File: src/rtl/boolfn_tt_engine.sv
// Truth-table Boolean function engine: single-vector evaluation and streamed sweep.
// Define BOOLFN_ONESCNT_EN to build the ones_cnt counter; otherwise ones_cnt is tied to 0.
module boolfn_tt_engine #(
  parameter int N_IN = 4
) (
  input  logic            clk,
  input  logic            rst,
  input  logic            tt_we,
  input  logic [N_IN-1:0] tt_addr,
  input  logic            tt_din,
  input  logic            ev_valid,
  input  logic [N_IN-1:0] ev_x,
  output logic            ev_ready,
  output logic            ev_out_valid,
  output logic            ev_f,
  input  logic            sw_start,
  input  logic            sw_ready,
  output logic            sw_valid,
  output logic [N_IN-1:0] sw_x,
  output logic            sw_f,
  output logic            sw_last,
  output logic            busy,
  output logic            done,
  output logic [N_IN:0]   ones_cnt
);

  localparam int D = 1 << N_IN;

  localparam logic [1:0] IDLE   = 2'd0;
  localparam logic [1:0] LOAD   = 2'd1;
  localparam logic [1:0] STREAM = 2'd2;
  localparam logic [1:0] DONE   = 2'd3;

  logic [D-1:0]    tt;
  logic [1:0]      state;
  logic [N_IN-1:0] nxt;

  assign busy     = (state == LOAD) || (state == STREAM);
  assign ev_ready = !busy;
  assign nxt      = sw_x + N_IN'(1);

  always_ff @(posedge clk) begin
    if (rst) begin
      tt           <= '0;
      state        <= IDLE;
      ev_out_valid <= 1'b0;
      ev_f         <= 1'b0;
      sw_valid     <= 1'b0;
      sw_x         <= '0;
      sw_f         <= 1'b0;
      sw_last      <= 1'b0;
      done         <= 1'b0;
    end else begin
      // Evaluation reads the table before any same-edge write lands
      if (tt_we && !busy) tt[tt_addr] <= tt_din;
      ev_out_valid <= ev_valid && !busy;
      if (ev_valid && !busy) ev_f <= tt[ev_x];
      done <= 1'b0;
      unique case (state)
        IDLE: begin
          if (sw_start) begin
            sw_x  <= '0;
            state <= LOAD;
          end
        end
        LOAD: begin
          sw_valid <= 1'b1;
          sw_x     <= '0;
          sw_f     <= tt[0];
          sw_last  <= 1'(D == 1);
          state    <= STREAM;
        end
        STREAM: begin
          if (sw_valid && sw_ready) begin
            if (sw_last) begin
              sw_valid <= 1'b0;
              sw_last  <= 1'b0;
              done     <= 1'b1;
              state    <= DONE;
            end else begin
              sw_x    <= nxt;
              sw_f    <= tt[nxt];
              sw_last <= &nxt;
            end
          end
        end
        DONE: state <= IDLE;
        default: state <= IDLE;
      endcase
    end
  end

`ifdef BOOLFN_ONESCNT_EN
  logic [N_IN:0] ones_q;
  logic          beat_acc;

  assign beat_acc = (state == STREAM) && sw_valid && sw_ready;

  always_ff @(posedge clk) begin
    if (rst) begin
      ones_q <= '0;
    end else if (state == IDLE && sw_start) begin
      ones_q <= '0;
    end else if (beat_acc && sw_f) begin
      ones_q <= ones_q + (N_IN+1)'(1);
    end
  end

  assign ones_cnt = ones_q;
`else
  assign ones_cnt = '0;
`endif

endmodule

File: config.mk
export PLATFORM = sky130hd
export DESIGN_NAME = boolfn_tt_engine
export DESIGN_NICKNAME = d
export VERILOG_FILES = /design/src/rtl/boolfn_tt_engine.sv
export SDC_FILE = /design/constraint.sdc
export NUM_CORES = 1
export LEC_CHECK = 0
export ABC_AREA = 1
export CAP_MARGIN = 10
export CORE_ASPECT_RATIO = 1.5
export CORE_MARGIN = 1.5
export CORE_UTILIZATION = 45
export CTS_BUF_LIST = sky130_fd_sc_hd__clkbuf_4
export DETAILED_ROUTE_END_ITERATION = 16
export GPL_ROUTABILITY_DRIVEN = 0
export PLACE_DENSITY_LB_ADDON = 0.2
export SLEW_MARGIN = 0
export SYNTH_ARGS = -nofsm -noshare
export SYNTH_HDL_FRONTEND = slang
export SYNTH_SLANG_ARGS = --single-unit
export TNS_END_PERCENT = 100
File: constraint.sdc
create_clock -name clk -period 2.27 [get_ports clk]
set_input_delay 0.454 -clock clk [delete_from_list [all_inputs] [get_ports clk]]
set_output_delay 0.454 -clock clk [all_outputs]
set_load 0.005 [all_outputs]
==> flow_metrics.env, run 1 <==
export IMPL_synth_cells=257
export IMPL_async_flop_share=0
export IMPL_yosysSeqAreaShare=0.3399
export IMPL_post_cts_setup_buffer_count=0
export IMPL_clk_pin_slew_worst_paths_ns=0.15
export IMPL_worstHoldStart="sw_f$_SDFFE_PP0P_"
export IMPL_layout_drive_gt1_share=0.05300
export IMPL_dieArea_um2=4044
export IMPL_cts_max_path_buffers=2
export IMPL_power_density_nw_per_um2=805.8
export IMPL_synth_ff_type="dfxtp_1"
export IMPL_clkPwrFrac=0.204
export IMPL_pwr_share_seq=0.366
export IMPL_cts_root_buf="clkbuf_4"
export IMPL_power_internal_mw=1.024
export IMPL_htree_levels=1
export IMPL_min_path_cells=2
export IMPL_finalNetCount=304
export IMPL_p_leak_nw=0.8523
export IMPL_highest_layer="met4"
export IMPL_critPathCaptureType="output pin"
export IMPL_r2r_slack_ns=0.59
export IMPL_nFillCells=357
export IMPL_cts_tree="built"
export IMPL_design_area_um2=1983
export IMPL_drc=0
export IMPL_overflow=0
export IMPL_finalSetupTns_ns=0
export IMPL_dpl_cell_area_um2=1917
export IMPL_yosysUniqueCellTypes=22
export IMPL_cp_depth=4
export IMPL_m1WireLength_um=1650
export IMPL_route_met3_wl_um=134
export IMPL_r2r_cells=10
export IMPL_rsz0062_at_grt="no"
export IMPL_crit_type="register to output pin"
export IMPL_synth_top_area_share=0.3399
export IMPL_io_buffers=26
export IMPL_switching_power_mw=0.5740
export IMPL_drt_total_wl_um=4042
export IMPL_p_total_mw=1.598
export IMPL_final_cells=325
export IMPL_drtPass1Iterations=4
export IMPL_routed_via_count=1644
export IMPL_place_hpwl_um=3182
export IMPL_setup_viol=0
export IMPL_final_setup_skew_ns=0.01168
export IMPL_ys_ff_latch=28
export IMPL_route_met2_wl_um=2155
export IMPL_yosysTopAreaCell="dfxtp_1"
export IMPL_worstReg2RegStart="state[0]$_SDFFE_PP0P_"
export IMPL_fin_crit_sh=0.9306
export IMPL_grtUsageTotal=0.2115
export IMPL_crit_path_max_fanout=5
export IMPL_hold_violations=0
export IMPL_diodes=0
export IMPL_critical_path_slowest_cell="clkdlybuf4s50_1"
export IMPL_worst_path_largest_cell_delay_ns=0.50
export IMPL_critPathRequiredTime_ns=1.82
export IMPL_dieWidth_um=52.43
export IMPL_io_pins=32
export IMPL_areaGrowthSynthToFinish_pct=20.26
export IMPL_setup_ws_ns=0.1575
export IMPL_grt_start_max_net_pins=19
export IMPL_ys_warnings_count=0
export IMPL_synthTopCellsByArea="dfxtp_1 34%, nand2_1 16%, nand3_1 10%, inv_1 9.1%, a21oi_1 8.2%"
export IMPL_die_y_um=77.14
export IMPL_antenna_found_initial=0
export IMPL_pre_cts_ws_ns=0.4401
export IMPL_avgSynthCellArea_um2=6.417
export IMPL_clock_latency_ns=0.33
export IMPL_yosys_top_cells_count="72 x nand2_1, 40 x inv_1, 33 x nand3_1"
export IMPL_drt_initial_drc_count=31
export IMPL_path_cells="inv_1 -> ha_4 -> inv_2 -> clkdlybuf4s50_1"
export IMPL_ant_nets=0
export IMPL_start_util=0.4782
export IMPL_cap_violations=0
export IMPL_start_kind="register"
export IMPL_cts_buffers=3
export IMPL_synth_edf_count=0
export IMPL_cts_resized=0
export IMPL_fmax_mhz=473.4
export IMPL_wl_per_cell_um=12.44
export IMPL_grt_pass1_vias=1495
export IMPL_crit_family="buffers and inverters"
export IMPL_yosysMostFrequentCell="nand2_1"
export IMPL_hold_path_end="sw_f$_SDFFE_PP0P_"
export IMPL_grt_pass1_wl_um=6520
export IMPL_fin_crit_ns=2.113
export IMPL_r2r_end="tt[12]$_SDFFE_PP0P_"
export IMPL_ir_drop_mv=0.7742
export IMPL_status="complete, no violations"
export IMPL_row_count=26
export IMPL_dp_cells=321
export IMPL_vias_per_cell=5.058
export IMPL_crit_buf_inv=3
export IMPL_core_um2=3448
export IMPL_drv_slew=0
export IMPL_cts_hold_buffers=0
export IMPL_cts_sinks=28
export IMPL_arrival_ns=1.66
export IMPL_combPwrFrac=0.430
export IMPL_hold_path_class="register to register"
export IMPL_netSwitchingFraction=0.3592
export IMPL_syn_area_um2=1649
==> metrics by stage <==
stage,utilization,hold WS (ns)
final,0.5751,0.4896
after global routing,0.5751,0.5149
after CTS,0.5711,0.4868
after detailed placement,0.5559,0.4657
after global placement,0.5559,0.4692
after floorplan,-,0.4433
==> cells by family (layout without fill, tap and decap cells) <==
kind of cell / count (synthesis) / after routing / share of synthesized area
AOI/OAI and AO/OA: 49 / 49 / 0.1525
adders and majority gates: 5 / 5 / 0.03794
other: 1 / 5 / 0.002274
buffers and inverters: 53 / 75 / 0.1457
and+or+nand+nor: 118 / 118 / 0.3012
xor gates and xnor gates: 3 / 3 / 0.02049
DFF: 28 / 28 / 0.3399
==> area by class of cell <==
class | count | area (um^2) | share of cell area
clock buffers | 3 | 22.52 | 0.01136
clock inverters | 1 | 30.03 | 0.01514
inverters | 42 | 157.7 | 0.07950
multi-input cells | 180 | 875.8 | 0.4416
flip-flops and latches | 28 | 561.8 | 0.2833
well taps | 42 | 52.55 | 0.02650
repair buffers | 29 | 282.8 | 0.1426
==> per-layer routing <==
layer | track usage | vias up
met4 | 0.09231 | 0
met3 | 0.01167 | 8
met2 | 0.3838 | 37
li1 | - | 861
met5 | 0 | -
met1 | 0.2424 | 738
==> worst reg2reg max path: cells and delay by family, from the launching register on <==
kind                     cells  cell delay [ns]
AO/OA/AOI/OAI                2             0.21
adder cells (fa/ha/maj)      1             0.27
buffers and inverters        4             0.44
flip-flops                   1             0.36
AND/OR/NAND/NOR              3             0.29
==> flip-flops by register name, indices dropped and copies added, names as in the netlist <==
signal / cells
sw_x: 4
ev_out_valid: 1
tt: 16
state: 2
ev_f: 1
sw_valid: 1
sw_f: 1
sw_last: 1
done: 1
==> placed cells by master, fill, tap and decap left out <==
| cell | synthesis | routed |
|---|---|---|
| a21oi_1 | 27 | 27 |
| a21oi_2 | 1 | 1 |
| buf_4 | 5 | 3 |
| bufinv_16 | 0 | 1 |
| clkbuf_4 | 0 | 3 |
| clkdlybuf4s50_1 | 0 | 26 |
| conb_1 | 1 | 5 |
| dfxtp_1 | 28 | 27 |
| dfxtp_2 | 0 | 1 |
| ha_1 | 5 | 4 |
| ha_4 | 0 | 1 |
| inv_1 | 40 | 40 |
| inv_2 | 2 | 2 |
| nand2_1 | 72 | 72 |
| nand2_2 | 1 | 1 |
| nand3_1 | 33 | 33 |
| nand4_1 | 1 | 1 |
| nor2_1 | 9 | 9 |
| nor3_1 | 1 | 1 |
| nor3_2 | 1 | 1 |
| o211ai_1 | 1 | 1 |
| o21ai_0 | 20 | 20 |
| xnor2_1 | 1 | 1 |
| xnor2_2 | 1 | 1 |
| xor2_1 | 1 | 1 |
==> worst max-delay path by stage <==
stage                     endpoint  slack, ns                   from
2_1_floorplan    sw_f$_SDFFE_PP0P_       0.65   sw_x[0]$_SDFFE_PP0P_
3_3_place_gp   tt[12]$_SDFFE_PP0P_       0.44                  tt_we
3_5_place_dp              ev_ready       0.44  state[1]$_SDFFE_PP0P_
4_1_cts                   ev_ready       0.04  state[1]$_SDFFE_PP0P_
5_1_grt                   ev_ready       0.08  state[0]$_SDFFE_PP0P_
6_report                  ev_ready       0.16  state[0]$_SDFFE_PP0P_
==> power by group through the flow <==
stage,combinational [mW],sequential [mW],clock (mW)
final,0.687,0.585,0.326
after global routing,0.773,0.593,0.349
after CTS,0.663,0.583,0.331
after detailed placement,0.657,0.594,0
after global placement,0.653,0.593,0
after floorplan,0.426,0.593,0
(Power assumes the default switching activity.)
==> run 2, diff against run 1 <==
--- a/config.mk
+++ b/config.mk
@@ -8,7 +8,7 @@
 export ABC_AREA = 1
 export CAP_MARGIN = 10
 export CORE_ASPECT_RATIO = 1.5
-export CORE_MARGIN = 1.5
+export CORE_MARGIN = 5
 export CORE_UTILIZATION = 45
 export CTS_BUF_LIST = sky130_fd_sc_hd__clkbuf_4
 export DETAILED_ROUTE_END_ITERATION = 16
==> run 2 against run 1 <==
Wire length up 4.8%. Maximum frequency down 1.8%. Sequential power about the same. Final cell count unchanged. Largest power group unchanged. Setup slack worse by 0.038 ns. Clock power down 35%. Critical path depth unchanged. Total power down 6.9%. Largest cell class unchanged. Critical path type unchanged. Combinational power about the same. Clock skew down 0.0073 ns.
==> flow_metrics.env, run 2 (synthesis results as in run 1) <==
export IMPL_drc=0
export IMPL_drt_initial_drc_count=78
export IMPL_fin_crit_ns=2.150
export IMPL_setup_ws_ns=0.1196
export IMPL_pre_cts_ws_ns=0.3400
export IMPL_cts_tree="built"
export IMPL_drv_slew=0
export IMPL_fin_hold_ws_ns=0.4878
export IMPL_finalNetCount=303
export IMPL_dieArea_um2=5000
export IMPL_die_y_um=84.14
export IMPL_core_um2=3615
export IMPL_routed_via_count=1656
export IMPL_critPathCaptureType="output pin"
export IMPL_crit_type="register to output pin"
export IMPL_areaGrowthSynthToFinish_pct=18.21
export IMPL_layout_drive_gt1_share=0.04255
export IMPL_largest_register="tt"
export IMPL_grt_pass1_wl_um=7362
export IMPL_wl_per_cell_um=13.03
export IMPL_arrival_ns=1.70
export IMPL_largest_reg_flops=16
export IMPL_setup_viol=0
export IMPL_slew_headroom=0.6574
export IMPL_cts_sinks=28
export IMPL_vias_per_cell=5.095
export IMPL_clk_pin_slew_worst_paths_ns=0.15
export IMPL_drtPass1Iterations=4
export IMPL_grt_pass1_vias=1686
export IMPL_p_leak_nw=0.8345
export IMPL_final_cell_mix="72 x nand2_1, 40 x inv_1, 33 x nand3_1"
export IMPL_overflow=0
export IMPL_cts_buffers=3
export IMPL_grt_start_max_net_pins=19
export IMPL_power_density_nw_per_um2=763.5
export IMPL_cap_violations=0
export IMPL_crit_path_max_fanout=5
export IMPL_top_regs="tt: 16 flops, sw_x: 4 flops, state: 2 flops"
export IMPL_drt_total_wl_um=4236
export IMPL_status="complete, no violations"
export IMPL_io_buffers=26
export IMPL_antenna_found_initial=0
export IMPL_critical_path_slowest_cell="clkdlybuf4s50_1"
export IMPL_ir_drop_mv=0.5891
export IMPL_final_setup_skew_ns=0.004423
export IMPL_worst_pin_slew_ns=0.5123
export IMPL_io_pins=32
export IMPL_htree_levels=1
export IMPL_cts_root_buf="clkbuf_4"
export IMPL_clock_latency_ns=0.33
export IMPL_hold_violations=0
export IMPL_path_cells="inv_1 -> ha_4 -> inv_2 -> clkdlybuf4s50_1"
export IMPL_rsz0062_at_grt="no"
export IMPL_place_hpwl_um=3367
export IMPL_row_count=27
export IMPL_post_cts_setup_buffer_count=0
export IMPL_fin_crit_sh=0.9473
export IMPL_cts_max_path_buffers=2
export IMPL_diodes=0
export IMPL_grtUsageTotal=0.1853
export IMPL_mostFrequentLayoutCell="nand2_1"
export IMPL_critPathRequiredTime_ns=1.82
export IMPL_worst_path_largest_cell_delay_ns=0.51
export IMPL_finalSetupTns_ns=0
export IMPL_ant_nets=0
export IMPL_fmax_mhz=465.0
export IMPL_start_util=0.4562
export IMPL_dieWidth_um=59.43
export IMPL_hold_path_class="register to register"
export IMPL_start_kind="register"
run 2: worst paths after layout:
path                                       startpoint                   to  slack, ns  depth (start not counted)
worst min register to register     tt[6]$_SDFFE_PP0P_   tt[6]$_SDFFE_PP0P_       0.49                          2
worst min-delay path               tt[6]$_SDFFE_PP0P_   tt[6]$_SDFFE_PP0P_       0.49                          2
worst max register to register  state[0]$_SDFFE_PP0P_  tt[12]$_SDFFE_PP0P_       0.54                         10
worst max-delay path            state[0]$_SDFFE_PP0P_             ev_ready       0.12                          4
run 2: critical path, delay by kind of cell (launching register included):
family | cells | cell delay (ns)
fa+ha+maj | 1 | 0.27
flops | 1 | 0.38
buf+inv | 3 | 0.71
run 2: layer usage:
| metal | up-vias | track usage | part of all wire |
|---|---|---|---|
| li1 | 854 | - | - |
| met2 | 47 | 0.3274 | 0.52 |
| met1 | 739 | 0.2009 | 0.39 |
| met3 | 16 | 0.02923 | 0.042 |
| met5 | - | 0 | 0 |
| met4 | 0 | 0.1010 | 0.045 |
run 2: stage by stage:
step                cells    util  power, mW  instance area, um^2
floorplan             261       -      1.019                 1664
global placement      321  0.5286      1.257                 1911
detailed placement    321  0.5286      1.261                 1911
CTS                   325  0.5358      1.473                 1937
global route          325  0.5393      1.621                 1949
finish                325  0.5393      1.488                 1949
run 2: report_power, final:
part | internal (mW) | switching, mW | total (mW) | leakage, nW
clock network | 0.0646 | 0.147 | 0.212 | 0.0154
registers | 0.548 | 0.0383 | 0.586 | 0.227
logic | 0.295 | 0.396 | 0.690 | 0.592
total | 0.907 | 0.581 | 1.49 | 0.835
run 2: what timing repair did:
action,in CTS,in global routing
endpoints found under the setup margin,0,1
resized for setup,0,1
hold buffers,0,0
run 2: area by class of cell:
cell class,count,area [um^2]
clock buffer,3,22.52
clock inverter,1,3.754
fill,368,1665
inverter,42,157.7
multi-input combinational,180,875.8
sequential,28,560.5
tap,43,53.80
timing repair buffer,28,275.3
==> run 3, diff against run 2 <==
--- a/config.mk
+++ b/config.mk
@@ -12,7 +12,7 @@
 export CORE_UTILIZATION = 45
 export CTS_BUF_LIST = sky130_fd_sc_hd__clkbuf_4
 export DETAILED_ROUTE_END_ITERATION = 16
-export GPL_ROUTABILITY_DRIVEN = 0
+export MAX_ROUTING_LAYER = met4
 export PLACE_DENSITY_LB_ADDON = 0.2
 export SLEW_MARGIN = 0
 export SYNTH_ARGS = -nofsm -noshare
==> run 3 against run 2 <==
First-iteration DRC count is 1.3% higher. Total power is 0.20% lower. Combinational power hardly changed. Critical path depth stayed put. Wire length is 0.17% lower. Clock power hardly changed. Clock skew is 0.0032 ns higher. Sequential share of layout area stayed put. Design area stayed put. Final cell count stayed put. Critical endpoint unchanged.
==> flow_metrics.env, run 3 (synthesis results as in run 1) <==
export IMPL_post_route_util=0.5393
export IMPL_cap_violations=0
export IMPL_finalSetupTns_ns=0
export IMPL_drt_total_wl_um=4229
export IMPL_cts_sinks=28
export IMPL_status="complete, no violations"
export IMPL_cts_tree="built"
export IMPL_rsz0062_at_grt="no"
export IMPL_cts_root_buf="clkbuf_4"
export IMPL_grt_use_met1=0.2000
export IMPL_grt_busiest_layer="met2"
export IMPL_power_internal_mw=0.9070
export IMPL_htree_levels=1
export IMPL_regArea_um2=560.5
export IMPL_largest_reg_flops=16
export IMPL_fin_crit_ns=2.143
export IMPL_final_cell_mix="72 x nand2_1, 40 x inv_1, 33 x nand3_1"
export IMPL_core_um2=3615
export IMPL_worst_path_largest_cell_delay_ns=0.51
export IMPL_grt_pass1_wl_um=7341
export IMPL_layout_drive_gt1_share=0.04255
export IMPL_antenna_found_initial=0
export IMPL_post_cts_setup_buffer_count=0
export IMPL_routed_via_count=1653
export IMPL_power_density_nw_per_um2=762.0
export IMPL_cts_max_path_buffers=2
export IMPL_cts_resized=0
export IMPL_crit_type="register to output pin"
export IMPL_gp_congestion=0.8896
export IMPL_critical_path_slowest_cell="clkdlybuf4s50_1"
export IMPL_cts_hold_buffers=0
export IMPL_crit_start="state[0]$_SDFFE_PP0P_"
export IMPL_hold_path_class="register to register"
export IMPL_use_met2=0.3274
export IMPL_start_kind="register"
export IMPL_grtUsageTotal=0.1903
export IMPL_worstReg2RegStart="state[0]$_SDFFE_PP0P_"
export IMPL_wl_per_cell_um=13.01
export IMPL_r2r_end="tt[12]$_SDFFE_PP0P_"
export IMPL_vias_per_cell=5.086
export IMPL_hold_violations=0
export IMPL_combPwrFrac=0.464
export IMPL_nFillCells=368
export IMPL_overflow=0
export IMPL_dieArea_um2=5000
export IMPL_drc=0
export IMPL_pwr_share_seq=0.395
export IMPL_arrival_ns=1.69
export IMPL_largest_register="tt"
export IMPL_fin_crit_sh=0.9443
export IMPL_dieWidth_um=59.43
export IMPL_drt_initial_drc_count=79
export IMPL_io_pins=32
export IMPL_finalNetCount=303
export IMPL_row_count=27
export IMPL_io_buffers=26
export IMPL_path_cells="inv_1 -> ha_4 -> inv_2 -> clkdlybuf4s50_1"
export IMPL_crit_buf_inv=3
export IMPL_critPathRequiredTime_ns=1.82
export IMPL_mostFrequentLayoutCell="nand2_1"
export IMPL_ir_drop_mv=0.5890
export IMPL_netSwitchingFraction=0.3893
export IMPL_slew_headroom=0.6561
export IMPL_clock_latency_ns=0.33
export IMPL_worst_pin_slew_ns=0.5142
export IMPL_clkPwrFrac=0.141
export IMPL_areaGrowthSynthToFinish_pct=18.21
export IMPL_drtPass1Iterations=4
export IMPL_switching_power_mw=0.5783
export IMPL_grt_start_max_net_pins=19
export IMPL_cp_depth=4
export IMPL_die_y_um=84.14
export IMPL_place_hpwl_um=3367
export IMPL_grtUsageMet3=0.02923
export IMPL_multi_input_area_um2=875.8
export IMPL_crit_path_max_fanout=5
export IMPL_fmax_mhz=466.5
export IMPL_grt_pass1_vias=1691
export IMPL_crit_family="buffers and inverters"
export IMPL_cts_buffers=3
export IMPL_top_regs="tt: 16 flops, sw_x: 4 flops, state: 2 flops"
export IMPL_r2r_slack_ns=0.55
export IMPL_setup_viol=0
export IMPL_ant_nets=0
export IMPL_r2r_cells=10
export IMPL_diodes=0
export IMPL_crit_end="ev_ready"
export IMPL_start_util=0.4562
export IMPL_p_leak_nw=0.8345
export IMPL_critPathCaptureType="output pin"
export IMPL_final_setup_skew_ns=0.007657
export IMPL_clk_pin_slew_worst_paths_ns=0.14
export IMPL_drv_slew=0
-- run 3: cell counts in the layout (fill, tap and decap cells not counted) --
Identical to the previous run, type by type.
-- run 3: metrics by stage --
stage	cells	power, mW	worst slack, ns	hold WS, ns	cell area (um^2)
final	325	1.485	0.1265	0.4875	1949
after global routing	325	1.619	0.009658	0.5111	1949
after CTS	325	1.473	0.006891	0.4874	1937
after detailed placement	321	1.261	0.3400	0.4679	1911
after global placement	321	1.257	0.3813	0.4621	1911
after floorplan	261	1.019	0.6540	0.4433	1664
-- run 3: power by group through the flow --
stage | clock network, mW | registers (mW) | logic, mW
final | 0.209 | 0.586 | 0.690
after global routing | 0.234 | 0.595 | 0.791
after CTS | 0.217 | 0.586 | 0.670
after detailed placement | 0 | 0.597 | 0.665
after global placement | 0 | 0.596 | 0.662
after floorplan | 0 | 0.593 | 0.426
-- run 3: worst min-delay path by stage --
stage                       startpoint                  to  slack (ns)  cells after the start
floorplan           tt[2]$_SDFFE_PP0P_  tt[2]$_SDFFE_PP0P_        0.44                      2
global route        tt[6]$_SDFFE_PP0P_  tt[6]$_SDFFE_PP0P_        0.51                      2
global placement    tt[6]$_SDFFE_PP0P_  tt[6]$_SDFFE_PP0P_        0.46                      2
CTS                 tt[2]$_SDFFE_PP0P_  tt[2]$_SDFFE_PP0P_        0.49                      2
finish              tt[6]$_SDFFE_PP0P_  tt[6]$_SDFFE_PP0P_        0.49                      2
detailed placement  tt[2]$_SDFFE_PP0P_  tt[2]$_SDFFE_PP0P_        0.47                      2
-- run 3: worst reg2reg max path: stages, from the launching register on --
cell     delay, ns
dfxtp_1       0.38
inv_1         0.11
ha_4          0.27
inv_2         0.10
nand2_1       0.11
inv_1         0.10
nand3_1       0.07
inv_1         0.15
nand2_1       0.11
o21ai_0       0.17
a21oi_1       0.06
-- run 3: final cells by class --
| class | count | area share |
|---|---|---|
| multi-input combinational | 180 | 0.4493 |
| tap | 43 | 0.02760 |
| timing repair buffer | 28 | 0.1412 |
| clock inverter | 1 | 0.001926 |
| inverter | 42 | 0.08087 |
| clock buffer | 3 | 0.01155 |
| sequential | 28 | 0.2875 |
-- run 3: metal layers --
metal	share of wire	up-vias	wire, um
met5	0	-	0
met2	0.53	45	2222
li1	-	854	-
met4	0.046	0	193
met1	0.39	738	1638
met3	0.042	16	176
